**src/rtl/nrs_pkg.sv**
```systemverilog
`timescale 1ns/1ps
// Shared constants, state encoding and LFSR step helper for the NRS Gold sequence writer.
package nrs_pkg;

    localparam int NC_DEFAULT = 1600;
    localparam int CINIT_W    = 31;

    // A tap mask selects the bits XORed into the new bit30 on each right shift.
    localparam logic [CINIT_W-1:0] X1_TAPS = 31'h9;
    localparam logic [CINIT_W-1:0] X2_TAPS = 31'hF;

    typedef enum logic [1:0] {
        IDLE    = 2'd0,
        ADVANCE = 2'd1,
        WRITE   = 2'd2,
        DONE    = 2'd3
    } seq_state_e;

    function automatic logic [CINIT_W-1:0] lfsr_step(
        input logic [CINIT_W-1:0] x,
        input logic [CINIT_W-1:0] taps
    );
        return {^(x & taps), x[CINIT_W-1:1]};
    endfunction

endpackage

```
**src/rtl/gold_lfsr_pair.sv**
```systemverilog
`timescale 1ns/1ps
// x1/x2 Gold sequence shift registers; bit_o is the current c(n) = x1[0]^x2[0].
module gold_lfsr_pair
    import nrs_pkg::*;
(
    input  logic               clk_i,
    input  logic               rst_i,
    input  logic               load_i,
    input  logic               step_i,
    input  logic [CINIT_W-1:0] seed_i,
    output logic               bit_o
);

    logic [CINIT_W-1:0] x1_q, x1_d;
    logic [CINIT_W-1:0] x2_q, x2_d;

    always_comb begin
        x1_d = x1_q;
        x2_d = x2_q;
        if (load_i) begin
            x1_d = CINIT_W'(1);
            x2_d = seed_i;
        end else if (step_i) begin
            x1_d = lfsr_step(x1_q, X1_TAPS);
            x2_d = lfsr_step(x2_q, X2_TAPS);
        end
    end

    always_ff @(posedge clk_i) begin
        if (rst_i) begin
            x1_q <= '0;
            x2_q <= '0;
        end else begin
            x1_q <= x1_d;
            x2_q <= x2_d;
        end
    end

    assign bit_o = x1_q[0] ^ x2_q[0];

endmodule

```
**src/rtl/nrs_gold_seq_writer.sv**
```systemverilog
`timescale 1ns/1ps
// Generates WIDTH_REG Gold sequence bits c(NC)..c(NC+WIDTH_REG-1) and writes them
// into the NRS bit register at addresses 0..WIDTH_REG-1, one per clock.
//
// state   | meaning
// IDLE    | waiting for start; LFSRs loaded on accept
// ADVANCE | discarding the first NC sequence elements
// WRITE   | one register write per cycle, address = cnt
// DONE    | one-cycle done pulse, then back to IDLE
module nrs_gold_seq_writer
    import nrs_pkg::*;
#(
    parameter int WIDTH_REG = 16,
    parameter int LINES     = $clog2(WIDTH_REG),
    parameter int NC        = NC_DEFAULT
) (
    input  logic               clk_i,
    input  logic               rst_i,
    input  logic               start_i,
    input  logic [CINIT_W-1:0] c_init_i,
    output logic               busy_o,
    output logic               done_o,
    output logic               wr_en_o,
    output logic [LINES-1:0]   wr_addr_o,
    output logic               c_n_o
);

    localparam int CNT_W = ($clog2(NC + 1) > LINES) ? $clog2(NC + 1) : LINES;
    // NC=0 never enters ADVANCE, so its terminal count is a don't-care.
    localparam logic [CNT_W-1:0] ADV_LAST = (NC > 0) ? CNT_W'(NC - 1) : '0;
    localparam logic [CNT_W-1:0] WR_LAST  = CNT_W'(WIDTH_REG - 1);

    seq_state_e       state_q, state_d;
    logic [CNT_W-1:0] cnt_q, cnt_d;
    logic             lfsr_load;
    logic             lfsr_step_en;
    logic             lfsr_bit;

    gold_lfsr_pair u_lfsr (
        .clk_i  (clk_i),
        .rst_i  (rst_i),
        .load_i (lfsr_load),
        .step_i (lfsr_step_en),
        .seed_i (c_init_i),
        .bit_o  (lfsr_bit)
    );

    always_comb begin
        state_d      = state_q;
        cnt_d        = cnt_q;
        lfsr_load    = 1'b0;
        lfsr_step_en = 1'b0;
        busy_o       = 1'b0;
        done_o       = 1'b0;
        wr_en_o      = 1'b0;
        wr_addr_o    = '0;
        c_n_o        = 1'b0;

        case (state_q)
            IDLE: begin
                if (start_i) begin
                    lfsr_load = 1'b1;
                    cnt_d     = '0;
                    state_d   = (NC > 0) ? ADVANCE : WRITE;
                end
            end
            ADVANCE: begin
                busy_o       = 1'b1;
                lfsr_step_en = 1'b1;
                if (cnt_q == ADV_LAST) begin
                    cnt_d   = '0;
                    state_d = WRITE;
                end else begin
                    cnt_d = cnt_q + 1'b1;
                end
            end
            WRITE: begin
                busy_o       = 1'b1;
                lfsr_step_en = 1'b1;
                wr_en_o      = 1'b1;
                wr_addr_o    = cnt_q[LINES-1:0];
                c_n_o        = lfsr_bit;
                if (cnt_q == WR_LAST) begin
                    cnt_d   = '0;
                    state_d = DONE;
                end else begin
                    cnt_d = cnt_q + 1'b1;
                end
            end
            DONE: begin
                done_o  = 1'b1;
                state_d = IDLE;
            end
        endcase
    end

    always_ff @(posedge clk_i) begin
        if (rst_i) begin
            state_q <= IDLE;
            cnt_q   <= '0;
        end else begin
            state_q <= state_d;
            cnt_q   <= cnt_d;
        end
    end

endmodule

```
**config.mk**
```make
export PLATFORM = sky130hd
export DESIGN_NAME = nrs_gold_seq_writer
export DESIGN_NICKNAME = d
export VERILOG_FILES = /design/src/rtl/nrs_pkg.sv /design/src/rtl/gold_lfsr_pair.sv /design/src/rtl/nrs_gold_seq_writer.sv
export SDC_FILE = /design/constraint.sdc
export NUM_CORES = 1
export LEC_CHECK = 0
export CAP_MARGIN = 20
export CORE_MARGIN = 5
export CORE_UTILIZATION = 30
export DETAILED_ROUTE_END_ITERATION = 7
export PLACE_DENSITY = 0.54
export SETUP_SLACK_MARGIN = 0.02
export SLEW_MARGIN = 40
export SYNTH_ARGS = -nofsm -noshare
export SYNTH_HDL_FRONTEND = slang
export SYNTH_SLANG_ARGS = --single-unit
export TNS_END_PERCENT = 5
```
**constraint.sdc**
```tcl
create_clock -name clk_i -period 2.3 [get_ports clk_i]
set_input_delay 0.345 -clock clk_i [delete_from_list [all_inputs] [get_ports clk_i]]
set_output_delay 0.345 -clock clk_i [all_outputs]
set_load 0.02 [all_outputs]
```
==> flow_metrics.py <==
metrics = {
    "setup_path": {
        "worst_ep_arrival_time_ps": 1760,
        "critPathKind": "reg2out",
        "cp-end-kind": "output pin",
        "timing.critical_path.from_type": "flop",
        "cp.required_ps": 1960,
        "timing.critical_path.fanout_max": 4,
    },
    "pwr": {
        "power_leakage_uw": 0.00146,
        "max-vdd-ir-drop_uv": 2040,
        "total_power_uw": 4630,
        "pwrdens_nw_per_um2": 1150,
    },
    "sta": {
        "final.period_utilization_pct": 91.6,
        "report.final.setup_viol": 0,
        "worst_clock_skew_ps": 12.0,
        "slew_headroom_pct": 69.6,
        "finalCriticalPeriod_ps": 2110,
        "slew_viol_final": 0,
        "worst_pin_slew_ps": 456,
        "timing.fmax_mhz": 475,
        "timing.setup.tns_ps": 0,
        "rsz0062_at_grt": "false",
        "final_hold_viol_count": 0,
        "worst_slack_ps": 194,
    },
    "routing": {
        "num_vias": 2361,
        "finalWirelength_um": 6010,
        "wl_per_cell_um": 11.6,
        "drt_iter0_drc": 92,
        "drt_pre_antenna_iters": 4,
        "drcViolationCount": 0,
        "antenna_left": 0,
        "avgViaCountPerCell": 4.56,
    },
    "clocking": {
        "htreeDepth": 3,
        "clk_root_buffer_cell": "sky130_fd_sc_hd__clkbuf_8",
        "clk_pin_slew_ps": 80,
        "worst_skew_late_latency_ps": 340,
        "tritoncts_buffer_count": 9,
        "cts_num_sinks": 75,
        "postCtsSetupRepairBufs": 0,
        "cts_tree": "done",
        "max-clock-path-buffers": 2,
    },
    "global_route": {
        "gr-total-overflow": 0,
        "first_global_vias": 2332,
        "antenna_found_initial": 0,
        "grt_util_all_layers_pct": 9.84,
        "largest_net_degree_at_the_start_of_global_routing": 66,
        "grt_pass1_wl_um": 10500,
    },
    "synthesis": {
        "synthDominantAreaCellType": "sky130_fd_sc_hd__dfxtp_1",
        "xor_xnor_share_of_the_synthesized_area_pct": 3.49,
        "syn-mean-instance-area_um2": 9.67,
        "post_synth_num_cell_types": 31,
        "number_of_enable_type_register_cells_in_the_synthesized_netlist": 0,
        "synth_mux_area_share_pct": 18.7,
        "ys_async_sr_fraction_pct": 0,
        "post_synth_fa_ha_maj_area_fraction_pct": 2.69,
        "ys_dominant_reg_cell": "sky130_fd_sc_hd__dfxtp_1",
        "synthDominantCellAreaShare_pct": 46.1,
        "synth_simple_gate_area_share_pct": 15.9,
        "yosysWarningCount": 0,
        "synth_nets": 378,
        "yosys-top-cells-area": "sky130_fd_sc_hd__dfxtp_1 46%, sky130_fd_sc_hd__mux2i_1 19%, sky130_fd_sc_hd__nor2_1 8.4%",
        "synth_compound_area_share_pct": 9.94,
        "synth_cell_area_um2": 3260,
        "yosysSeqAreaShare_pct": 46.1,
        "gate_count_post_synth": 337,
        "synth_top_family_by_area": "multiplexers",
        "synth_register_bits": 75,
    },
    "floorplanning": {
        "chipHeight_um": 114,
        "core_area_um2": 10700,
        "initial_core_utilization_pct": 30.3,
        "die_width_um": 114,
        "die-area_um2": 13000,
        "io-pin-count": 42,
        "rows": 38,
    },
    "job": {
        "maxCapViolations": 0,
    },
    "placement": {
        "io_buffers": 41,
        "routabilityCongestion": 0.776,
        "placement.cell_area_um2": 3840,
        "half_perimeter_wire_length_after_placement_um": 4020,
        "post-place-ws_ps": 272,
    },
    "run_status": {
        "result_of_the_run": "complete, no violations",
    },
    "layout": {
        "stdcell_area_um2": 4030,
        "diodes": 0,
        "mostFrequentLayoutCells": "74 x sky130_fd_sc_hd__dfxtp_1, 73 x sky130_fd_sc_hd__nor2_1, 61 x sky130_fd_sc_hd__mux2i_1, 40 x sky130_fd_sc_hd__clkdlybuf4s50_1, 31 x sky130_fd_sc_hd__a211oi_1",
        "finalNetCount": 414,
        "post_route_cells_drive_above_1_share_pct": 8.73,
        "synthToLayoutAreaGrowth_pct": 23.5,
        "n_fill_cell": 1122,
        "most_common_cell_after_layout_fill_and_taps_aside": "sky130_fd_sc_hd__dfxtp_1",
    },
    "worst_hold_path": {
        "hold_path_class": "reg2reg",
    },
}
## per-layer routing
layer / global-route usage (%) / up-vias / wire, µm
li1: - / 1240 / -
met1: 12.6 / 1077 / 2970
met2: 15.5 / 38 / 2710
met3: 4.02 / 6 / 276
met4: 2.38 / 0 / 47
met5: 0 / - / 0
## sequential cells by signal (all words and copies together), names as in the netlist
| signal | cells |
|---|---|
| u_lfsr.x1_q | 31 |
| u_lfsr.x2_q | 31 |
| cnt_q | 11 |
| state_q | 2 |
## through the flow
step / cells / hold slack [ps] / utilization (%)
global placement: 502 / 474 / 35.7
finish: 518 / 488 / 37.5
CTS: 518 / 495 / 37.4
global route: 518 / 533 / 37.5
floorplan: 337 / 458 / -
detailed placement: 502 / 483 / 35.7
## area by class of cell
type / count / area [µm²] / share of cell area [%]
multi-input combinational: 236 / 1680 / 41.7
sequential: 75 / 1500 / 37.3
timing repair buffer: 46 / 472 / 11.7
tap: 140 / 175 / 4.35
clock buffer: 11 / 141 / 3.51
clock inverter: 5 / 36.3 / 0.901
inverter: 5 / 18.8 / 0.466
## critical path, cell delays in order (launching register included)
cell	delay [ps]
sky130_fd_sc_hd__dfxtp_1	400
sky130_fd_sc_hd__inv_2	100
sky130_fd_sc_hd__ha_4	310
sky130_fd_sc_hd__clkdlybuf4s50_1	600
## logic make-up after synthesis
logic type                 count (synthesis)
and+or+nand+nor                          113
DFF                                       75
muxes                                     61
AOI/OAI and AO/OA                         42
buffers and inverters                     26
xor gates and xnor gates                  13
adders and majority gates                  7
## worst paths after layout
check                   from               to  slack (ps)  cells after the start
max               state_q[0]           busy_o         190                      3
min          u_lfsr.x1_q[30]  u_lfsr.x1_q[30]         490                      2
min reg2reg  u_lfsr.x1_q[30]  u_lfsr.x1_q[30]         490                      2
max reg2reg         cnt_q[0]         cnt_q[9]         410                      6
## repair_timing
action,4_1_cts,5_1_grt
setup endpoints to repair,5,4
pin swaps,0,0
gates resized for setup,2,3
cloned,0,0
hold buffers,0,0
## power breakdown
group          internal (µW)  total, µW  leakage (µW)  switching (µW)
Sequential              1550       1710      0.000612             155
Combinational            960       2020      0.000755            1060
Clock                    425        908     0.0000937             483
Total                   2940       4630       0.00146            1700
## cells in the mapped netlist (all sizes together) (2+ instances only)
cell and count:
a211oi 31, nand3 8, clkbuf 14, xor2 6, nand2 14, inv 5, ha 7, nor2 73
dfxtp 75, nor3 3, nand2b 2, mux2i 61, nor2b 2, buf 7, a21oi 5, xnor2 7
nor4 2, and2 4, o21ai 2
Note: power is estimated with default switching activity, not from simulation.
